<file path="src/rtl/eu_intr_pkg.sv">
// Shared definitions for the execution-unit interrupt sequencer: state encoding,
// CPSR/IP mux select codes, CPSR enable bit positions and the registered control bundle.
package eu_intr_pkg;

   typedef enum logic [2:0] {
      IDLE    = 3'd0,
      SAVE    = 3'd1,
      MASK    = 3'd2,
      VECT    = 3'd3,
      RESTORE = 3'd4,
      RETIP   = 3'd5
   } state_t;

   localparam logic [2:0] CPSR_SEL_FLAGS    = 3'd0;
   localparam logic [2:0] CPSR_SEL_RDBUF    = 3'd1;
   localparam logic [2:0] CPSR_SEL_SPSR     = 3'd2;
   localparam logic [2:0] CPSR_SEL_SPSR_FIQ = 3'd3;
   localparam logic [2:0] CPSR_SEL_CHANGE   = 3'd4;

   localparam logic [2:0] IP_SEL_IRQ_VEC  = 3'd3;
   localparam logic [2:0] IP_SEL_FIQ_VEC  = 3'd4;
   localparam logic [2:0] IP_SEL_LINK     = 3'd5;
   localparam logic [2:0] IP_SEL_LINK_FIQ = 3'd6;

   localparam int IRQ_EN_BIT = 10;
   localparam int FIQ_EN_BIT = 13;

   // Everything the sequencer drives toward the EU, registered as one bundle.
   typedef struct packed {
      logic       busy;
      logic       intr_ack;
      logic       ret_ack;
      logic       rti_err;
      logic [2:0] cpsr_sel;
      logic [2:0] cpsr_ld;
      logic       spsr_ld;
      logic       spsr_fiq_ld;
      logic       link_ld;
      logic       link_fiq_ld;
      logic       ip_ld;
      logic [2:0] ip_sel;
   } ctrl_t;

   // CPSR value written on entry: IRQ always masked, FIQ additionally masked for FIQ entry.
   function automatic logic [31:0] mask_flags(input logic [31:0] cpsr, input logic is_fiq);
      logic [31:0] v;
      v = cpsr;
      v[IRQ_EN_BIT] = 1'b0;
      if (is_fiq) v[FIQ_EN_BIT] = 1'b0;
      return v;
   endfunction

endpackage

</file>
<file path="src/rtl/eu_sync2.sv">
// Two-flop synchronizer with asynchronous active-low clear for a level request line.
module eu_sync2 (
   input  logic clk,
   input  logic rst_n,
   input  logic d,
   output logic q
);

   logic meta;

   always_ff @(posedge clk or negedge rst_n) begin
      if (!rst_n) begin
         meta <= 1'b0;
         q    <= 1'b0;
      end else begin
         meta <= d;
         q    <= meta;
      end
   end

endmodule

</file>
<file path="src/rtl/eu_intr_sequencer.sv">
// Interrupt entry/return sequencer: takes IRQ/FIQ/RTI at instruction boundaries and
// steps the EU's CPSR/SPSR/Link/IP load controls through a fixed multi-cycle sequence.
module eu_intr_sequencer
   import eu_intr_pkg::*;
(
   input  logic        W_Clk,
   input  logic        reset,
   input  logic        irq,
   input  logic        fiq,
   input  logic        inst_boundary,
   input  logic        rti_req,
   input  logic [31:0] CPSR_in,
   output logic        busy,
   output logic        intr_ack,
   output logic        ret_ack,
   output logic        rti_err,
   output logic        in_irq,
   output logic        in_fiq,
   output logic [2:0]  CPSR_sel,
   output logic [2:0]  CPSR_ld,
   output logic [31:0] change_flags,
   output logic        SPSR_ld,
   output logic        SPSR_fiq_ld,
   output logic        SPSR_fiq_sel,
   output logic        Link_ld,
   output logic        Link_fiq_ld,
   output logic        Link_fiq_sel,
   output logic        IP_ld,
   output logic [2:0]  IP_sel
);

   // Handshake: busy high means this block owns the EU controls and the control unit
   // stalls; intr_ack/ret_ack/rti_err are single-cycle pulses with no ready side.

   logic   irq_s, fiq_s;
   logic   irq_pend, fiq_pend;
   state_t state, state_n;
   logic   kind_fiq, kind_fiq_n;
   logic   rti_err_n;
   ctrl_t  ctrl_n, ctrl_q;

   eu_sync2 u_sync_irq (.clk(W_Clk), .rst_n(reset), .d(irq), .q(irq_s));
   eu_sync2 u_sync_fiq (.clk(W_Clk), .rst_n(reset), .d(fiq), .q(fiq_s));

   // FIQ may preempt an IRQ handler; IRQ never nests and nothing preempts FIQ.
   assign fiq_pend = fiq_s & CPSR_in[FIQ_EN_BIT] & ~in_fiq;
   assign irq_pend = irq_s & CPSR_in[IRQ_EN_BIT] & ~in_irq & ~in_fiq;

   always_comb begin
      state_n    = state;
      kind_fiq_n = kind_fiq;
      rti_err_n  = 1'b0;
      case (state)
         IDLE: begin
            if (inst_boundary) begin
               if (rti_req) begin
                  if (!in_fiq && !in_irq) begin
                     rti_err_n = 1'b1;
                  end else begin
                     state_n    = RESTORE;
                     kind_fiq_n = in_fiq;
                  end
               end else if (fiq_pend) begin
                  state_n    = SAVE;
                  kind_fiq_n = 1'b1;
               end else if (irq_pend) begin
                  state_n    = SAVE;
                  kind_fiq_n = 1'b0;
               end
            end
         end
         SAVE:    state_n = MASK;
         MASK:    state_n = VECT;
         VECT:    state_n = IDLE;
         RESTORE: state_n = RETIP;
         RETIP:   state_n = IDLE;
         default: state_n = IDLE;
      endcase
   end

   // Controls are decoded from the next state so they come out of flops in the state's cycle.
   always_comb begin
      ctrl_n          = '0;
      ctrl_n.busy     = (state_n != IDLE);
      ctrl_n.rti_err  = rti_err_n;
      ctrl_n.cpsr_sel = CPSR_SEL_FLAGS;
      case (state_n)
         SAVE: begin
            ctrl_n.spsr_ld     = ~kind_fiq_n;
            ctrl_n.link_ld     = ~kind_fiq_n;
            ctrl_n.spsr_fiq_ld = kind_fiq_n;
            ctrl_n.link_fiq_ld = kind_fiq_n;
         end
         MASK: begin
            ctrl_n.cpsr_sel = CPSR_SEL_CHANGE;
            ctrl_n.cpsr_ld  = 3'b111;
         end
         VECT: begin
            ctrl_n.ip_ld    = 1'b1;
            ctrl_n.ip_sel   = kind_fiq_n ? IP_SEL_FIQ_VEC : IP_SEL_IRQ_VEC;
            ctrl_n.intr_ack = 1'b1;
         end
         RESTORE: begin
            ctrl_n.cpsr_sel = kind_fiq_n ? CPSR_SEL_SPSR_FIQ : CPSR_SEL_SPSR;
            ctrl_n.cpsr_ld  = 3'b111;
         end
         RETIP: begin
            ctrl_n.ip_ld   = 1'b1;
            ctrl_n.ip_sel  = kind_fiq_n ? IP_SEL_LINK_FIQ : IP_SEL_LINK;
            ctrl_n.ret_ack = 1'b1;
         end
         default: ;
      endcase
   end

   always_ff @(posedge W_Clk or negedge reset) begin
      if (!reset) begin
         state    <= IDLE;
         kind_fiq <= 1'b0;
         ctrl_q   <= '0;
      end else begin
         state    <= state_n;
         kind_fiq <= kind_fiq_n;
         ctrl_q   <= ctrl_n;
      end
   end

   // Handler flags change as the final cycle of a sequence retires.
   always_ff @(posedge W_Clk or negedge reset) begin
      if (!reset) begin
         in_irq <= 1'b0;
         in_fiq <= 1'b0;
      end else begin
         if (state == VECT) begin
            if (kind_fiq) in_fiq <= 1'b1;
            else          in_irq <= 1'b1;
         end
         if (state == RETIP) begin
            if (kind_fiq) in_fiq <= 1'b0;
            else          in_irq <= 1'b0;
         end
      end
   end

   assign busy         = ctrl_q.busy;
   assign intr_ack     = ctrl_q.intr_ack;
   assign ret_ack      = ctrl_q.ret_ack;
   assign rti_err      = ctrl_q.rti_err;
   assign CPSR_sel     = ctrl_q.cpsr_sel;
   assign CPSR_ld      = ctrl_q.cpsr_ld;
   assign SPSR_ld      = ctrl_q.spsr_ld;
   assign SPSR_fiq_ld  = ctrl_q.spsr_fiq_ld;
   assign Link_ld      = ctrl_q.link_ld;
   assign Link_fiq_ld  = ctrl_q.link_fiq_ld;
   assign IP_ld        = ctrl_q.ip_ld;
   assign IP_sel       = ctrl_q.ip_sel;
   assign SPSR_fiq_sel = 1'b0;
   assign Link_fiq_sel = 1'b0;

   assign change_flags = (state == MASK) ? mask_flags(CPSR_in, kind_fiq) : 32'd0;

endmodule

</file>
<file path="config.mk">
export PLATFORM = sky130hd
export DESIGN_NAME = eu_intr_sequencer
export DESIGN_NICKNAME = d
export VERILOG_FILES = /design/src/rtl/eu_intr_pkg.sv /design/src/rtl/eu_sync2.sv /design/src/rtl/eu_intr_sequencer.sv
export SDC_FILE = /design/constraint.sdc
export NUM_CORES = 1
export LEC_CHECK = 0
export ABC_AREA = 1
export CORE_ASPECT_RATIO = 0.6
export CORE_UTILIZATION = 28
export DETAILED_ROUTE_END_ITERATION = 7
export PLACE_DENSITY_LB_ADDON = 0.12
export SLEW_MARGIN = 30
export SYNTH_ARGS = -nofsm -noshare
export SYNTH_HDL_FRONTEND = slang
export SYNTH_SLANG_ARGS = --single-unit
export TNS_END_PERCENT = 10
</file>
<file path="constraint.sdc">
create_clock -name W_Clk -period 1.86 [get_ports W_Clk]
set_input_delay 0.372 -clock W_Clk [delete_from_list [all_inputs] [get_ports W_Clk]]
set_output_delay 0.372 -clock W_Clk [all_outputs]
set_load 0.02 [all_outputs]
</file>
Word level (Yosys, flattened, before mapping)
Index checks and enable logic that the tools add are counted.
W data, S select, Z words.

word-level totals
  register bits after elaboration = 28
  input port bits = 38
  output and inout port bits = 54
  logic and storage cells = 77

operators by class
  equality and inequality tests = 10
  muxes and demuxes = 34
  bitwise operators = 8
  reduce and logical (&&, ||, !) cells = 5

operators by type and width
  operator              count
  $mux W32              1
  $mux W1               22
  $mux W3               6
  $eq A3 B2 Y1 const B  4
  $eq A3 B3 Y1 const B  4
  $pmux W3 S4           1
  $pmux W6 S2           1
  $pmux W4 S2           1
  $eq A3 B1 Y1 const B  2
  $and A1 B1 Y1         5
  $mux W4               1
  $logic_not A3 Y1      1
  $not A1 Y1            3
  $reduce_bool A3 Y1    1
  $logic_not A1 Y1      2
  $mux W2               1
  $logic_and A1 B1 Y1   1

Logic depth before layout (Yosys ltp)
Gate-level depths: netlist of the first run.

  depth after elaboration = 10
  gate-level depth with buffers = 8
  depth with buffers taken out = 8

By module
From an unflattened synthesis of the first run, not the netlist that was laid out.

unflattened totals
  cells, all modules = 168
  area, all modules = 1236.2 µm²

modules (own cells, without submodules)
  module             times used  cells an instance  area an instance (µm²)  sequential area each (µm²)
  eu_intr_sequencer  1           164                1136.1                  500.5
  eu_sync2           2           2                  50.0                    50.0

Worst setup path after synthesis of the first run
OpenSTA, ideal clock, no wires.

  path kind = register to output
  start = reg state[2]
  end = out change_flags[0]
  arrival time = 1.184 ns
  required time = 1.488 ns
  setup slack = 0.304 ns
  stages on the path, launching flop included = 5
  buffers on the path = 1
  path through = dfrtp_1 > nor3_4 > inv_2 > buf_6 > nor2_1

between the ends
  word-level cells in the longest chain between the ends = 2

RTL lines
  item                    line                      source
  start, declared         eu_intr_sequencer.sv:37   state_t state, state_n;
  start signal, assigned  eu_intr_sequencer.sv:122  state <= state_n;
  $eq A3 B2 Y1            eu_intr_sequencer.sv:160  assign change_flags = (state == MASK) ? mask_flags(CPSR_in, kind_fiq) : 32'd0;
  $mux W32                eu_intr_sequencer.sv:160
  end, declared           eu_intr_sequencer.sv:21   output logic [31:0] change_flags,

No other way between the ends.

Final worst setup path of the first run
  start = reg state[2]
  end = out change_flags[2]

Same word-level chain as after synthesis.

==> impl_metrics.json, run 1 <==
{
  "coreArea_mm2": 0.00412,
  "p_comb_share_pct": 61.5,
  "rr_worst_depth": 7,
  "drv_slew": 0,
  "port_buffers": 88,
  "clk_latency_ns": 0.27,
  "fmax_ghz": 0.535,
  "final_cells": 319,
  "period_needed_ns": 1.87,
  "synthDistinctLibCells": 16,
  "cts_sinks": 24,
  "post-place-ws_ns": -0.140,
  "cellPowerDensity_mw_per_mm2": 1390,
  "final_hold_viol_count": 0,
  "vdd_ir_drop_max_mv": 0.815,
  "rsz0062_at_grt": "true",
  "setup_tns_ns": -0.0190,
  "finalNetCount": 298,
  "critPathCaptureType": "output port",
  "netlist_area_mm2": 0.00121,
  "dpl_cell_area_mm2": 0.00215,
  "synth_top_area_share_pct": 49.8,
  "wirelength_mm": 3.70,
  "switchingPower_mw": 1.37,
  "ys_warn_count": 0,
  "grt_pass1_vias": 1058,
  "clockBufferDepth": 2,
  "setup_ws_ns": -0.00748,
  "globalRouteOverflowTotal": 0,
  "drtIter0Drc": 35,
  "grt_max_degree": 32,
  "die_h_um": 52.8,
  "antenna_cells": 0,
  "antenna_found_initial": 0,
  "gp_congestion": 0.747,
  "post-dp-hpwl_mm": 2.71,
  "area_growth_pct": 90.5,
  "clk_pin_slew_ns": 0.08,
  "cts-buffers-inserted": 3,
  "ant_nets": 0,
  "floorplan.initialDensity_pct": 29.3,
  "switching_share_pct": 42.8,
  "ys_seq_area_share_pct": 49.8,
  "vias_per_cell": 4.01,
  "htree_levels": 1,
  "synth_seq_cells": 24,
  "clkPwrFrac_pct": 14.1,
  "worstSetupPathType": "flip-flop to output port",
  "rrSetupSlack_ns": 0.52,
  "timing.final.crit_share_pct": 100,
  "drt_first_pass_iters": 4,
  "drv_cap": 0,
  "cp-start-kind": "flip-flop",
  "tritoncts": "done",
  "yosys-top-cells-area": "dfrtp_1, nor2_1, inv_1, nand2_1, buf_4",
  "power.leakage_nw": 1.22,
  "min_path_type": "flip-flop to flip-flop",
  "synthCells": 161,
  "crit_required_ns": 1.49,
  "synth_area_leader_cell": "dfrtp_1",
  "cts_root_buffer": "clkbuf_8",
  "vias": 1280,
  "drt-wirelength-per-cell_um": 11.6,
  "pin_count": 92,
  "p_int_mw": 1.83,
  "multi_input_area_um2": 428,
  "finalClockSkew_ns": 0.00390,
  "register_area_um2": 601,
  "violations": "negative setup slack",
  "cts_hold_buf": 0,
  "outcome": "finished, violations left",
  "grt_pass1_wl_mm": 5.18,
  "fp-row-count": 18,
  "final_area_mm2": 0.00230,
  "dieArea_mm2": 0.00458,
  "path_max_fanout": 15,
  "holdPathStages": 0,
  "seqPwrFrac_pct": 24.4,
  "fill_cells": 419,
  "grtUsageTotal_pct": 14.9,
  "holdWs_ns": 0.352,
  "placed_cells": 310,
  "die_x_um": 86.7,
  "syn_avg_cell_area_um2": 7.49,
  "cp.arrival_ns": 1.50,
  "layout-drive-gt1-share_pct": 27.0,
  "drc": 0,
  "fin_util_pct": 55.7,
  "setup-violations-final": 3,
  "p_total_mw": 3.19
}
[worst max-delay path, cell delays in order, from the launching register on]
cell and delay [ns]:
dfrtp_1 0.41, nor3_4 0.33, buf_6 0.17, inv_8 0.07
nor2_1 0.09, buf_4 0.14
[registers in the layout, indices dropped and copies added (netlist names), named ones only]
signal	flops
CPSR_sel	3
IP_sel	3
state	3
CPSR_ld	1
IP_ld	1
Link_fiq_ld	1
Link_ld	1
busy	1
intr_ack	1
kind_fiq	1
ret_ack	1
rti_err	1
u_sync_fiq.meta	1
u_sync_fiq.q	1
u_sync_irq.meta	1
u_sync_irq.q	1
[power by group through the flow]
| stage | Sequential, mW | Clock (mW) | Combinational (mW) |
|---|---|---|---|
| after floorplan | 0.963 | 0 | 0.793 |
| after global placement | 0.783 | 0 | 1.79 |
| after detailed placement | 0.790 | 0 | 1.80 |
| after CTS | 0.781 | 0.463 | 1.73 |
| after global routing | 0.798 | 0.477 | 2.12 |
| final | 0.779 | 0.451 | 1.96 |
[what timing repair did]
| action | 4_1_cts | 5_1_grt |
|---|---|---|
| gates resized for setup | 104 | 91 |
| endpoints found under the setup margin | 31 | 26 |
| setup buffers | 0 | 3 |
| gates cloned | 0 | 2 |
| pin swaps | 1 | 1 |
[per-layer routing]
layer  global-route usage (%)  vias to the layer above  wire (um)  part of all wire, %
li1                         -                      649          -                    -
met1                     21.7                      571       1800                   49
met2                     22.4                       57       1540                   42
met3                     4.25                        3        349                  9.4
met4                     1.67                        0         10                 0.27
met5                        0                        -          0                    0
[placed cells by master (no fill, tap or decap)]
| cell | count |
|---|---|
| nor3_4 | 1 |
| a21oi_1 | 2 |
| nor2_4 | 4 |
| nand2_1 | 20 |
| nand4_1 | 4 |
| inv_4 | 1 |
| inv_1 | 41 |
| bufinv_16 | 1 |
| clkbuf_8 | 3 |
| nand3_1 | 5 |
| buf_4 | 31 |
| o21ai_0 | 4 |
| inv_2 | 1 |
| clkdlybuf4s50_1 | 57 |
| nor2_1 | 27 |
| nor3_1 | 1 |
| buf_6 | 12 |
| or2_1 | 1 |
| conb_1 | 3 |
| inv_8 | 1 |
| dfrtp_1 | 24 |
| nor2_2 | 14 |
| clkinv_4 | 1 |
[synthesized netlist by cell type]
| master | number |
|---|---|
| nand4_1 | 4 |
| buf_4 | 7 |
| nor3_1 | 1 |
| nand3_1 | 5 |
| nor2_1 | 44 |
| conb_1 | 1 |
| a21oi_1 | 2 |
| nand2_1 | 20 |
| inv_2 | 2 |
| dfrtp_1 | 24 |
| inv_1 | 41 |
| o21ai_0 | 4 |
| nor2_2 | 1 |
| or2_1 | 1 |
| buf_6 | 3 |
| nor3_4 | 1 |
[logic make-up after synthesis]
| family | after synthesis | share of synthesized area, % |
|---|---|---|
| other | 1 | 0.311 |
| DFF | 24 | 49.8 |
| and+or+nand+nor | 77 | 26.9 |
| buffers and inverters | 53 | 20.5 |
| AOI/OAI and AO/OA | 6 | 2.49 |
[final timing paths]
| kind | from | end |
|---|---|---|
| min reg2reg | u_sync_fiq.meta | u_sync_fiq.q |
| min | u_sync_fiq.meta | u_sync_fiq.q |
| max reg2reg | state[0] | IP_sel[0] |
| max | state[2] | change_flags[2] |
| max in group asynchronous | reset | async pin |
| min in group asynchronous | reset | kind_fiq |
[area by class of cell]
cell class                      instances  area share (%)
Clock buffer                            3            1.80
Clock inverter                          1            1.31
Inverter                               43            7.24
Multi-Input combinational cell         86            18.6
Sequential cell                        24            26.1
Tap cell                               60            3.27
Timing Repair Buffer                  100            40.8
Timing Repair inverter                  2           0.763
No activity file was read; power rests on OpenSTA's default activity.
==> run 2: changes to the inputs <==
clock period = 1.69 ns   (was 1.86 ns; I/O delays follow)
==> run 2 against run 1 <==
- the run still ends with negative setup slack left
- routed wire length shrank 6.1%
- register-to-register slack lost 0.19 ns
- count of clock-buffer cells in the layout is the same
- design area shrank 4.7%
- cell count shrank 1.3%
- global-route usage grew 0.24 points
- sequential cell count is the same
- non-clock buffer count shrank 3
- clock skew shrank 0.00089 ns
- combinational power is essentially flat
- critical path depth is the same
- critical endpoint is now change_flags[16]
- largest cell class unchanged
==> impl_metrics.json, run 2 (synthesis gave the netlist of run 1 again) <==
{
  "outcome": "finished, violations left",
  "violations": "negative setup slack",
  "cp_cell_sequence": "inv_2 -> nor3_4 -> bufinv_8 -> nor2_1 -> buf_4",
  "switchingPower_mw": 1.38,
  "critical_path.max_stage_delay_ns": 0.37,
  "cts-buffers-inserted": 3,
  "clkPwrFrac_pct": 14.8,
  "cts_hold_buf": 0,
  "die_x_um": 86.7,
  "grt_max_degree": 25,
  "path_max_fanout": 16,
  "final_area_mm2": 0.00219,
  "grtUsageTotal_pct": 15.2,
  "rr_endpoint": "IP_sel[0]",
  "holdWs_ns": 0.354,
  "vdd_ir_drop_max_mv": 0.703,
  "placed_cells": 309,
  "p_int_mw": 1.94,
  "drv_slew": 0,
  "cp-startpoint": "state[1]",
  "vias": 1230,
  "power.leakage_nw": 1.21,
  "grt_pass1_wl_mm": 5.15,
  "register_area_um2": 601,
  "pin_count": 92,
  "multi_input_area_um2": 375,
  "cts_root_buffer": "clkbuf_8",
  "dieArea_mm2": 0.00458,
  "final_cell_mix": "clkdlybuf4s50_1, inv_1, nor2_1, buf_4, dfrtp_1",
  "grt_pass1_vias": 1047,
  "drc": 0,
  "drt_first_pass_iters": 4,
  "final_hold_viol_count": 0,
  "ant_nets": 0,
  "finalNetCount": 294,
  "fmax_ghz": 0.579,
  "fill_cells": 398,
  "port_buffers": 88,
  "cp-start-kind": "flip-flop",
  "clk_latency_ns": 0.26,
  "seqPwrFrac_pct": 25.7,
  "cts_sinks": 24,
  "vias_per_cell": 3.90,
  "rrSetupSlack_ns": 0.33,
  "post-dp-hpwl_mm": 2.64,
  "antenna_cells": 0,
  "period_needed_ns": 1.73,
  "drv_cap": 0,
  "finalClockSkew_ns": 0.00300,
  "final_cells": 315,
  "dpl_cell_area_mm2": 0.00214,
  "clk_pin_slew_ns": 0.08,
  "rr_worst_depth": 7,
  "critPathCaptureType": "output port",
  "setup_tns_ns": -0.488,
  "tritoncts": "done",
  "die_h_um": 52.8,
  "globalRouteOverflowTotal": 0,
  "setup-violations-final": 31,
  "worstSetupPathType": "flip-flop to output port",
  "fp-row-count": 18,
  "r2r_start": "state[0]",
  "layout-drive-gt1-share_pct": 20.8,
  "coreArea_mm2": 0.00412,
  "clockBufferDepth": 2,
  "htree_levels": 1,
  "cp.arrival_ns": 1.39,
  "antenna_found_initial": 0,
  "gp_congestion": 0.800,
  "drt-wirelength-per-cell_um": 11.0,
  "crit_path_end": "change_flags[16]",
  "drtIter0Drc": 46,
  "p_comb_share_pct": 59.6,
  "switching_share_pct": 41.6,
  "setup_ws_ns": -0.0368,
  "wirelength_mm": 3.48,
  "area_growth_pct": 81.4,
  "cellPowerDensity_mw_per_mm2": 1520,
  "crit_slowest_cell": "dfrtp_1",
  "mostFrequentLayoutCell": "clkdlybuf4s50_1",
  "crit_required_ns": 1.35,
  "rsz0062_at_grt": "true",
  "timing.final.crit_share_pct": 102,
  "min_path_type": "flip-flop to flip-flop",
  "floorplan.initialDensity_pct": 29.3
}
[run 2: cell count changes in the layout (fill, tap and decap cells not counted), moves of 4 or more]
cell    change
buf_4       +6
buf_6       -9
nor2_1     +13
nor2_2      -9
nor2_4      -4
[run 2: repair_timing]
item	in CTS	in global routing
cloned	1	0
gates resized for setup	158	8
endpoints found under the setup margin	31	32
pin swaps	1	0
buffers inserted	1	0
[run 2: worst min path at each step]
stage / cells past startpoint / end / startpoint / slack [ns]
after global routing: 0 / u_sync_fiq.q / u_sync_fiq.meta / 0.36
after floorplan: 0 / CPSR_ld[1] / reset / 0.04
after global placement: 0 / u_sync_fiq.q / u_sync_fiq.meta / 0.33
final: 0 / u_sync_fiq.q / u_sync_fiq.meta / 0.35
after detailed placement: 0 / u_sync_irq.q / u_sync_irq.meta / 0.34
after CTS: 0 / u_sync_irq.q / u_sync_irq.meta / 0.36
[run 2: layout make-up]
cell class	count	share of cell area (%)
Clock buffer	3	1.89
Tap cell	60	3.43
Multi-Input combinational cell	86	17.2
Timing Repair inverter	1	0.286
Inverter	43	8.00
Clock inverter	1	1.37
Timing Repair Buffer	97	40.4
Sequential cell	24	27.4
[run 2: routing by layer]
layer / up-vias / GRT usage, % / share of wire [%]
li1: 635 / - / -
met1: 551 / 22.8 / 51
met2: 44 / 21.2 / 41
met3: 0 / 5.04 / 7.5
met4: 0 / 1.67 / 0
met5: - / 0 / 0
[run 2: per-stage QoR]
| stage | power (mW) | util (%) | setup WS [ns] |
|---|---|---|---|
| after global placement | 2.82 | 52.0 | -0.254 |
| after floorplan | 1.93 | - | 0.168 |
| after CTS | 3.34 | 52.5 | -0.0383 |
| final | 3.32 | 53.1 | -0.0368 |
| after global routing | 3.56 | 53.1 | -0.133 |
| after detailed placement | 2.82 | 52.0 | -0.283 |
[run 2: power by group through the flow]
stage          combinational, mW  clock, mW  sequential, mW
2_1_floorplan              0.873          0            1.06
3_3_place_gp                1.95          0           0.864
3_5_place_dp                1.95          0           0.865
4_1_cts                     1.97      0.509           0.855
5_1_grt                     2.15      0.534           0.879
6_report                    1.98      0.490           0.853
[run 2: critical path: cells and delay by family (launching register included)]
kind	cells	cell delay [ns]
buf+inv	3	0.46
flops	1	0.37
simple gates	2	0.30
==> run 3: changes to the inputs <==
GPL_ROUTABILITY_DRIVEN = 1   (was not set)
==> results of run 3 <==
No change in the layout: final DEF, timing and power equal those of run 2.
